===== src/rtl/sync_sink_r1_2ph.sv =====
// sync_sink_r1_2ph
// Receiver for a single-rail 2-phase request channel. Each transition of r is
// synchronised into clk, held as a valid/ready event with its bundled data, and
// acknowledged by toggling a once the consumer accepts it.
//
// Ports:
//   clk        single clock, rising edge
//   rst        synchronous active-high reset
//   r          2-phase request (each transition is one request)
//   a          2-phase acknowledge, driven straight from the phase flop
//   din        bundled data, stable from r transition until a transition
//   valid      event pending toward the clocked consumer (flop output)
//   ready      consumer accept, sampled only
//   dout       data captured for the pending event
//   ev_cnt     accepted-event count, wraps silently
//   proto_err  sticky 2-phase violation flag (request withdrawn before ack)
module sync_sink_r1_2ph #(
  parameter int SYNC_STAGES = 2,
  parameter int DW          = 8,
  parameter int CNT_W       = 16
) (
  input  logic             clk,
  input  logic             rst,
  input  logic             r,
  output logic             a,
  input  logic [DW-1:0]    din,
  output logic             valid,
  input  logic             ready,
  output logic [DW-1:0]    dout,
  output logic [CNT_W-1:0] ev_cnt,
  output logic             proto_err
);

  typedef enum logic {IDLE = 1'b0, PEND = 1'b1} state_t;

  state_t                 state, state_nxt;
  logic [SYNC_STAGES-1:0] sync;
  logic                   r_s;
  logic                   phase;
  logic                   load, accept, viol;

  // Only the first synchroniser flop ever sees raw r.
  always_ff @(posedge clk) begin
    if (rst) sync <= '0;
    else     sync <= {sync[SYNC_STAGES-2:0], r};
  end
  assign r_s = sync[SYNC_STAGES-1];

  always_comb begin
    state_nxt = state;
    load      = 1'b0;
    accept    = 1'b0;
    viol      = 1'b0;
    case (state)
      IDLE: begin
        if (r_s != phase) begin
          load      = 1'b1;
          state_nxt = PEND;
        end
      end
      PEND: begin
        // A withdrawn request is flagged but the event is still delivered.
        if (r_s == phase) viol = 1'b1;
        if (ready) begin
          accept    = 1'b1;
          state_nxt = IDLE;
        end
      end
      default: state_nxt = IDLE;
    endcase
  end

  always_ff @(posedge clk) begin
    if (rst) begin
      state     <= IDLE;
      valid     <= 1'b0;
      phase     <= 1'b0;
      dout      <= '0;
      ev_cnt    <= '0;
      proto_err <= 1'b0;
    end else begin
      state <= state_nxt;
      // valid is registered alongside state so it never depends on ready
      // combinationally.
      valid <= (state_nxt == PEND);
      if (load)   dout <= din;
      if (accept) begin
        phase  <= ~phase;
        ev_cnt <= ev_cnt + CNT_W'(1);
      end
      if (viol) proto_err <= 1'b1;
    end
  end

  assign a = phase;

endmodule


===== config.mk =====
export PLATFORM = sky130hd
export DESIGN_NAME = sync_sink_r1_2ph
export DESIGN_NICKNAME = d
export VERILOG_FILES = /design/src/rtl/sync_sink_r1_2ph.sv
export SDC_FILE = /design/constraint.sdc
export NUM_CORES = 1
export LEC_CHECK = 0
export ABC_AREA = 1
export BUFFER_PORTS_ARGS = -buffer_cell sky130_fd_sc_hd__clkbuf_2
export CORE_AREA = 2 2 60 50
export DETAILED_ROUTE_END_ITERATION = 10
export DIE_AREA = 0 0 62 52
export GPL_TIMING_DRIVEN = 0
export PLACE_DENSITY_LB_ADDON = 0.05
export RECOVER_POWER = 50
export SLEW_MARGIN = 25
export SYNTH_ARGS = -nofsm -noshare
export SYNTH_HDL_FRONTEND = slang
export SYNTH_SLANG_ARGS = --single-unit
export TNS_END_PERCENT = 20

===== constraint.sdc =====
create_clock -name clk -period 1.52 [get_ports clk]
set_input_delay 0.228 -clock clk [delete_from_list [all_inputs] [get_ports clk]]
set_output_delay 0.228 -clock clk [all_outputs]
set_load 0.005 [all_outputs]

# == After elaboration in Yosys (flattened, before gate mapping) ==
# Index checks and enable logic that the tools add are counted.
# word_totals
reg_bits,29
latchBits,0
ramBits,0
rom_bits,0
inputBits,12
out_inout_bits,27
wordCells,19
n_memories,0
# op_classes
n_addsub,1
multipliers,0
div_mod_pow,0
n_lt_le_gt_ge,0
n_eq_ne,2
shift,0
muxes,8
n_bitwise,2
reduce_logical,0
# ops
operator,count
"adder 16 x 1 -> 16 bit, second input constant",1
2-to-1 mux 1 bit,7
inverter 1 bit,2
one-hot mux 1 bit (2 select lines),1
equality test 1 bit,1
inequality test 1 bit,1

# == Depth between registers and ports, before layout ==
# Gate-level depths: netlist (run 1).
# depth
depth_word,3
mapped_depth,8
depth_no_buf,8

# == Least setup slack after synthesis (run 1) ==
# No wires, ideal clock.
# synth_timing
kind,reg2reg
startpoint,register ev_cnt[0]
endpoint,register ev_cnt[12]
setup_time_ns,0.113
arrival_ns,1.167
t_required_ns,1.407
setup_slack_ns,0.240
stages_incl_launch_ff,9
n_path_buf,0
period_less_slack_ns,1.280
path_cell_list,dfxtp_1 -> ha_1 -> nand2_1 -> nor2_4 -> nand3_1 -> nor2_1 -> nand2_1 -> nand2_1 -> nor2_1
# synth_via
elab_chain_cells,1
# synth_lines
element,line_no,text
"start, declared",30,"output logic [CNT_W-1:0] ev_cnt,"
"start signal, assigned",89,ev_cnt <= ev_cnt + CNT_W'(1);
adder 16 x 1 -> 16 bit,89,
# Every way passes these cells.
# A chain may end at the register's enable or synchronous reset.

# == Worst setup path in the final report (run 1) ==
# layout_timing
startpoint,register state
endpoint,register ev_cnt[12]
# layout_via
elab_chain_cells,1
# layout_lines
element,line_no,text
"start, declared",36,"state_t state, state_nxt;"
"start signal, assigned",82,state <= state_nxt;
2-to-1 mux 1 bit,54,case (state)
# Every way passes these cells.

==> reports/summary.md, run 1 <==
• headroom to the max-slew limit: 72.91%
• Total Wirelength: 2.699 mm
• Clk Latency, worst-skew pair: 0.32 ns
• Clk Tree Root Cell: clkbuf_4
• cell internal power dissipation: 1117 uW
• CP delay by family, top: simple AND/OR/NAND/NOR gates
• All-Layer GR Usage: 19.38%
• final antenna-violating net count: 0
• final setup vio count: 0
• crit-path cells: nand2_4, nor2_4, nand3_2, nor2_2, nand2_1, nand2_1, nor2_1
• proportion of synthesized chip area in sequential cells: 46.96%
• combinational share of power: 8.8%
• Die Wd: 62 um
• input/output buffers: 37
• via count of the first global-routing pass: 1133
• Hold Worst Slack: 0.08527 ns
• number of distinct library cells after synthesis: 20
• net switching fraction of the power: 25.12%
• critical path class: reg -> reg
• share of power burned in the clock network: 36.3%
• wire length per cell: 10.46 um
• post-CTS setup buffer count: 0
• startpoint of the worst-slack reg-to-reg timing path: state$_SDFF_PP0_
• largest net degree at the start of global routing: 11
• worst path buffer plus inverter count: 0
• gpl congestion: 0.7990
• total cell area at the placement stage: 0.001469 mm2
• count of clock tree sinks: 29
• proportion of power drawn by flip-flops and latches: 54.8%
• final hold violation count: 0
• Cell Pwr Density: 964.7 mW/mm2
• launching instance or port of the critical path: state$_SDFF_PP0_
• hold-fix buffer count after cts: 0
• syn nets: 188
• YS warnings: 0
• clock tree from TritonCTS: built
• Max Slew Vio Count: 0
• count of nets after finishing: 232
• maximum cell stage delay along the critical path: 0.51 ns
• # rows: 17
• # DRC: 0
• maximum fanout encountered on the critical timing path: 8
• synth-to-layout area growth: 25.10%
• worst vdd ir: 585.4 uV
• placeable core region: 0.002659 mm2
• total half-perimeter wirelength after legalization and detailed placement: 1.999 mm
• Final Core Density: 58.16%
• summed area of non-filler cells in the final layout: 0.001546 mm2
• Critical Path RT: 1.75 ns
• Starting Density: 46.49%
• library cell occupying the most area in the post-synthesis netlist: dfxtp_1
• initial detailed-routing violation count: 46
• number of instances in the synthesized netlist: 175
• overall die height: 52 um
• RSZ-0062 raised after global routing: true
• CTS clk-pin slew, worst paths: 0.09 ns
• kind of capture point of the worst setup path: register
• Synth Cell Area: 0.001236 mm2
• count of max-cap constraint violations: 0
• fraction of post-synthesis cell area in the top cell type by area: 46.96%
• run status: finished clean
• vias post-DR: 1236
• first-pass GRT wire length: 4.623 mm
• initial antenna violation count: 0
• count of pins on the block boundary: 39
• average size of a mapped cell: 7.064 um2
• Switch Pwr: 374.8 uW
• biggest area contributors in the synthesized netlist: dfxtp_1, nor2_1, nand2_1
• count of state elements after synthesis: 29
• Max Buffers Root-to-Sink: 2
• Fmax achieved: 0.7137 GHz
• antenna fix cells: 0
• post-layout minimum cycle time: 1.401 ns
• Final Skew: 0.004573 ns
• number of clock buffers inserted by TritonCTS: 5
• detailed-router iteration count before antenna repair: 4
• classification of the worst-slack hold path: in -> reg
• highest-count cells in the layout ignoring fill and taps: nor2_1, nand2_1, clkbuf_2
• type of element launching the critical path: register
• number of filler cells placed in the layout: 264
• via density per instance: 4.791
• layout cell share with drive strength beyond 1: 21.82%
• origin of the worst min-delay path: r
• full die area: 0.003224 mm2
• fin crit share: 92.18%
• leading cell type in the layout, fill and taps excluded: nor2_1
• H-Tree Level Count: 2
• data arrival time of the critical path: 1.63 ns
• static power due to leakage: 0.0007390 uW
• remaining global-route overflow: 0
• cell with the largest stage delay on the worst path: dfxtp_1
• crit-path most repeated cell: nand2_1
• Worst Max-Slew Pin Slew: 0.4064 ns
[cell type report]
type,instances,area [um2],share of cell area [%]
Clock inverter,1,5.005,0.3236
Buffer,3,12.51,0.8091
Timing Repair Buffer,37,176.4,11.41
Sequential cell,29,581.8,37.62
Multi-Input combinational cell,120,571.8,36.97
Tap cell,38,47.55,3.074
Clock buffer,7,65.06,4.207
Inverter,23,86.33,5.583
[cell usage after synthesis]
library cell	count
clkbuf_1	2
and3_2	1
a211oi_1	1
inv_1	23
a21o_1	1
nand4_1	2
nor3b_1	1
or2_2	1
o21ai_0	12
nand2_4	1
buf_2	1
nor2_4	2
dfxtp_1	29
nand2_1	31
a21oi_1	10
nand3_1	10
xor2_1	2
nor3_1	2
nor2_1	42
ha_1	1
[timing repair]
item,CTS,global route
pin swaps,0,1
gates resized for setup,1,4
endpoints found under the hold margin,0,0
endpoints found under the setup margin,8,5
[registers in the layout (all words and copies together) (netlist names)]
register   count
proto_err      1
state          1
ev_cnt        16
dout           8
sync           2
a              1
[power groups by stage]
| stage | combinational [uW] | clock, uW | sequential, uW |
|---|---|---|---|
| 2_1_floorplan | 69.9 | 0 | 834 |
| 3_5_place_dp | 135 | 0 | 833 |
| 4_1_cts | 137 | 556 | 817 |
| 6_report | 132 | 542 | 818 |
| 3_3_place_gp | 130 | 0 | 832 |
| 5_1_grt | 153 | 594 | 823 |
[path summary, 6_finish.rpt]
check / end / slack [ns] / depth (start not counted)
setup / recovery: ev_cnt[12]$_SDFFE_PP0P_ / 0.12 / 7
hold reg to reg: sync[1]$_SDFF_PP0_ / 0.41 / 2
hold / removal: sync[0]$_SDFF_PP0_ / 0.09 / 3
setup reg to reg: ev_cnt[12]$_SDFFE_PP0P_ / 0.12 / 7
[per-layer routing]
layer	global-route usage [%]	part of all wire, %	up-vias
met5	0	0	-
met4	5.319	1.2	0
met3	6.716	5.6	5
met2	31.60	46	41
met1	23.93	47	548
li1	-	-	642
[worst register-to-register path, cell delays in order, from the launching register on]
cell,delay (ns)
dfxtp_1,0.51
nand2_4,0.16
nor2_4,0.20
nand3_2,0.12
nor2_2,0.17
nand2_1,0.07
nand2_1,0.06
nor2_1,0.03
[metrics by stage]
| stage | power (uW) | instances | setup TNS, ns | setup WS [ns] |
|---|---|---|---|---|
| 2_1_floorplan | 904.2 | 175 | 0 | 0.2404 |
| 3_3_place_gp | 962.1 | 250 | 0 | 0.05588 |
| 3_5_place_dp | 968.3 | 250 | -0.03286 | -0.01679 |
| 4_1_cts | 1510 | 258 | 0 | 0.04447 |
| 5_1_grt | 1569 | 258 | -0.04488 | -0.03985 |
| 6_report | 1492 | 258 | 0 | 0.1188 |
[kinds of logic after synthesis]
logic type	Yosys count	synth area share [%]
and+or+nand+nor	93	32.49
buffers and inverters	26	7.996
DFF	29	46.96
adders and majority gates	1	1.012
AOI/OAI and AO/OA	24	10.12
xor gates and xnor gates	2	1.417
(Power assumes the default switching activity.)
==> run 2, diff against run 1 <==
--- a/config.mk
+++ b/config.mk
@@ -7,9 +7,9 @@
 export LEC_CHECK = 0
 export ABC_AREA = 1
 export BUFFER_PORTS_ARGS = -buffer_cell sky130_fd_sc_hd__clkbuf_2
-export CORE_AREA = 2 2 60 50
+export CORE_AREA = 2 2 66 55
 export DETAILED_ROUTE_END_ITERATION = 10
-export DIE_AREA = 0 0 62 52
+export DIE_AREA = 0 0 68 57
 export GPL_TIMING_DRIVEN = 0
 export PLACE_DENSITY_LB_ADDON = 0.05
 export RECOVER_POWER = 50
==> run 2 against run 1 <==
Compared with the run above: global-route usage decreased by 2.8 points; via count shrank 1.1%; total power up 19%; sequential power barely moved; clock power grew 51%; design area rose by 3.5%; register-to-register slack gained 0.02 ns; clock skew hardly changed; die area increased by 20%; non-clock buffer count stayed put; hold slack gained 0.053 ns; critical endpoint unchanged; largest cell class unchanged; largest power group is now the clock network.
==> reports/summary.md, run 2 (same netlist as run 1, synthesis figures left out) <==
• run status: finished clean
• fin crit share: 91.13%
• length of routed met2 wiring: 1.284 mm
• Clk Latency, worst-skew pair: 0.28 ns
• initial antenna violation count: 0
• highest signal layer in the routed design: met4
• Worst Max-Slew Pin Slew: 0.4049 ns
• Critical Path RT: 1.70 ns
• # DRC: 0
• total cell area at the placement stage: 0.001474 mm2
• All-Layer GR Usage: 16.58%
• number of cells on the worst reg-to-reg path: 8
• final hold violation count: 0
• hold-fix buffer count after cts: 0
• Final Skew: 0.004749 ns
• startpoint of the worst-slack reg-to-reg timing path: ev_cnt[0]$_SDFFE_PP0P_
• summed area of non-filler cells in the final layout: 0.001600 mm2
• Starting Density: 37.68%
• Hold EP: sync[0]$_SDFF_PP0_
• # rows: 19
• gpl congestion: 0.8124
• largest registers: ev_cnt: 16 flops, dout: 8 flops, sync: 2 flops
• kind of capture point of the worst setup path: register
• max reg flops: 16
• static power due to leakage: 0.0007657 uW
• Biggest register: ev_cnt
• worst path setup slack after routing: 0.1348 ns
• critical path class: reg -> reg
• final setup vio count: 0
• count of nets after finishing: 232
• wire length per cell: 10.66 um
• type of element launching the critical path: register
• Die Wd: 68 um
• overall die height: 57 um
• minimum setup slack after placement: -0.01992 ns
• final antenna-violating net count: 0
• Reg2Reg Setup Slack: 0.13 ns
• Hold Path Depth: 3
• Total Wirelength: 2.793 mm
• count of max-cap constraint violations: 0
• Fmax achieved: 0.7219 GHz
• via count of the first global-routing pass: 1139
• vias post-DR: 1223
• via density per instance: 4.668
• post-layout minimum cycle time: 1.385 ns
• Max Buffers Root-to-Sink: 2
• highest-count cells in the layout ignoring fill and taps: nor2_1, clkbuf_2, nand2_1
• synth-to-layout area growth: 29.45%
• full die area: 0.003876 mm2
• input/output buffers: 37
• largest net degree at the start of global routing: 11
• Clk Tree Root Cell: clkbuf_8
• detailed-routed wire length on met3: 168 um
• reg2reg end: ev_cnt[12]$_SDFFE_PP0P_
• count of clock tree sinks: 29
• initial detailed-routing violation count: 84
• Max Slew Vio Count: 0
• Cell Pwr Density: 1106 mW/mm2
• detailed-router iteration count before antenna repair: 4
• headroom to the max-slew limit: 73.01%
• placeable core region: 0.003281 mm2
• worst vdd ir: 533.5 uV
• maximum fanout encountered on the critical timing path: 6
• number of clock buffers inserted by TritonCTS: 5
• number of filler cells placed in the layout: 361
• routed metal-1 wire length: 1.285 mm
• classification of the worst-slack hold path: in -> reg
• total half-perimeter wirelength after legalization and detailed placement: 2.016 mm
• RSZ-0062 raised after global routing: true
• origin of the worst min-delay path: r
• count of pins on the block boundary: 39
• first-pass GRT wire length: 4.823 mm
• leading cell type in the layout, fill and taps excluded: nor2_1
• layout cell share with drive strength beyond 1: 22.27%
• data arrival time of the critical path: 1.56 ns
• H-Tree Level Count: 2
• antenna fix cells: 0
• CTS clk-pin slew, worst paths: 0.06 ns
• clock tree from TritonCTS: built
• remaining global-route overflow: 0
-- run 2: worst max-delay path by stage --
stage	start	end
floorplan	ev_cnt[0]$_SDFFE_PP0P_	ev_cnt[12]$_SDFFE_PP0P_
global placement	a$_SDFFE_PP0P_	dout[2]$_SDFFE_PP0P_
detailed placement	a$_SDFFE_PP0P_	dout[5]$_SDFFE_PP0P_
CTS	ev_cnt[0]$_SDFFE_PP0P_	ev_cnt[12]$_SDFFE_PP0P_
global route	ev_cnt[0]$_SDFFE_PP0P_	ev_cnt[12]$_SDFFE_PP0P_
finish	ev_cnt[0]$_SDFFE_PP0P_	ev_cnt[12]$_SDFFE_PP0P_
-- run 2: through the flow --
stage | TNS (ns) | cells | hold slack [ns] | power, uW | utilization, %
2_1_floorplan | 0 | 175 | 0.3350 | 904.2 | -
3_3_place_gp | 0 | 254 | 0.3890 | 963.5 | 44.93
3_5_place_dp | -0.1073 | 254 | 0.3960 | 968.3 | 44.93
4_1_cts | 0 | 262 | 0.1324 | 1794 | 48.55
5_1_grt | -0.01370 | 262 | 0.1435 | 1858 | 48.78
6_report | 0 | 262 | 0.1386 | 1771 | 48.78
-- run 2: area by class of cell --
| type | count | area, um2 | share of cell area [%] |
|---|---|---|---|
| inverter | 23 | 86.33 | 5.395 |
| timing repair buffer | 37 | 180.2 | 11.26 |
| sequential | 29 | 580.6 | 36.28 |
| clock inverter | 1 | 30.03 | 1.876 |
| multi-input combinational | 120 | 571.8 | 35.73 |
| tap | 42 | 52.55 | 3.284 |
| clock buffer | 7 | 86.33 | 5.395 |
| buffer | 3 | 12.51 | 0.7819 |
-- run 2: worst max-delay path, cell delays in order, from the launching register on --
cell     delay (ns)
dfxtp_1        0.39
ha_1           0.19
nand2_1        0.11
nor2_4         0.17
nand3_2        0.12
nor2_2         0.15
nand2_1        0.07
nand2_1        0.06
nor2_1         0.04
-- run 2: repair_timing --
action | in CTS | in global routing
endpoints found under the hold margin | 0 | 0
resized for setup | 1 | 3
setup buffers | 0 | 0
endpoints found under the setup margin | 8 | 7
cloned | 0 | 0
-- run 2: metal layers --
metal	vias up	GRT usage, %
met5	-	0
met4	0	7.143
met3	7	5.523
met2	36	25.38
met1	543	21.24
li1	637	-
-- run 2: power breakdown --
group	internal, uW	total, uW	switching (uW)
Combinational	56.8	134	77.4
Sequential	795	818	22.8
Clock	534	819	285
Total	1390	1770	385
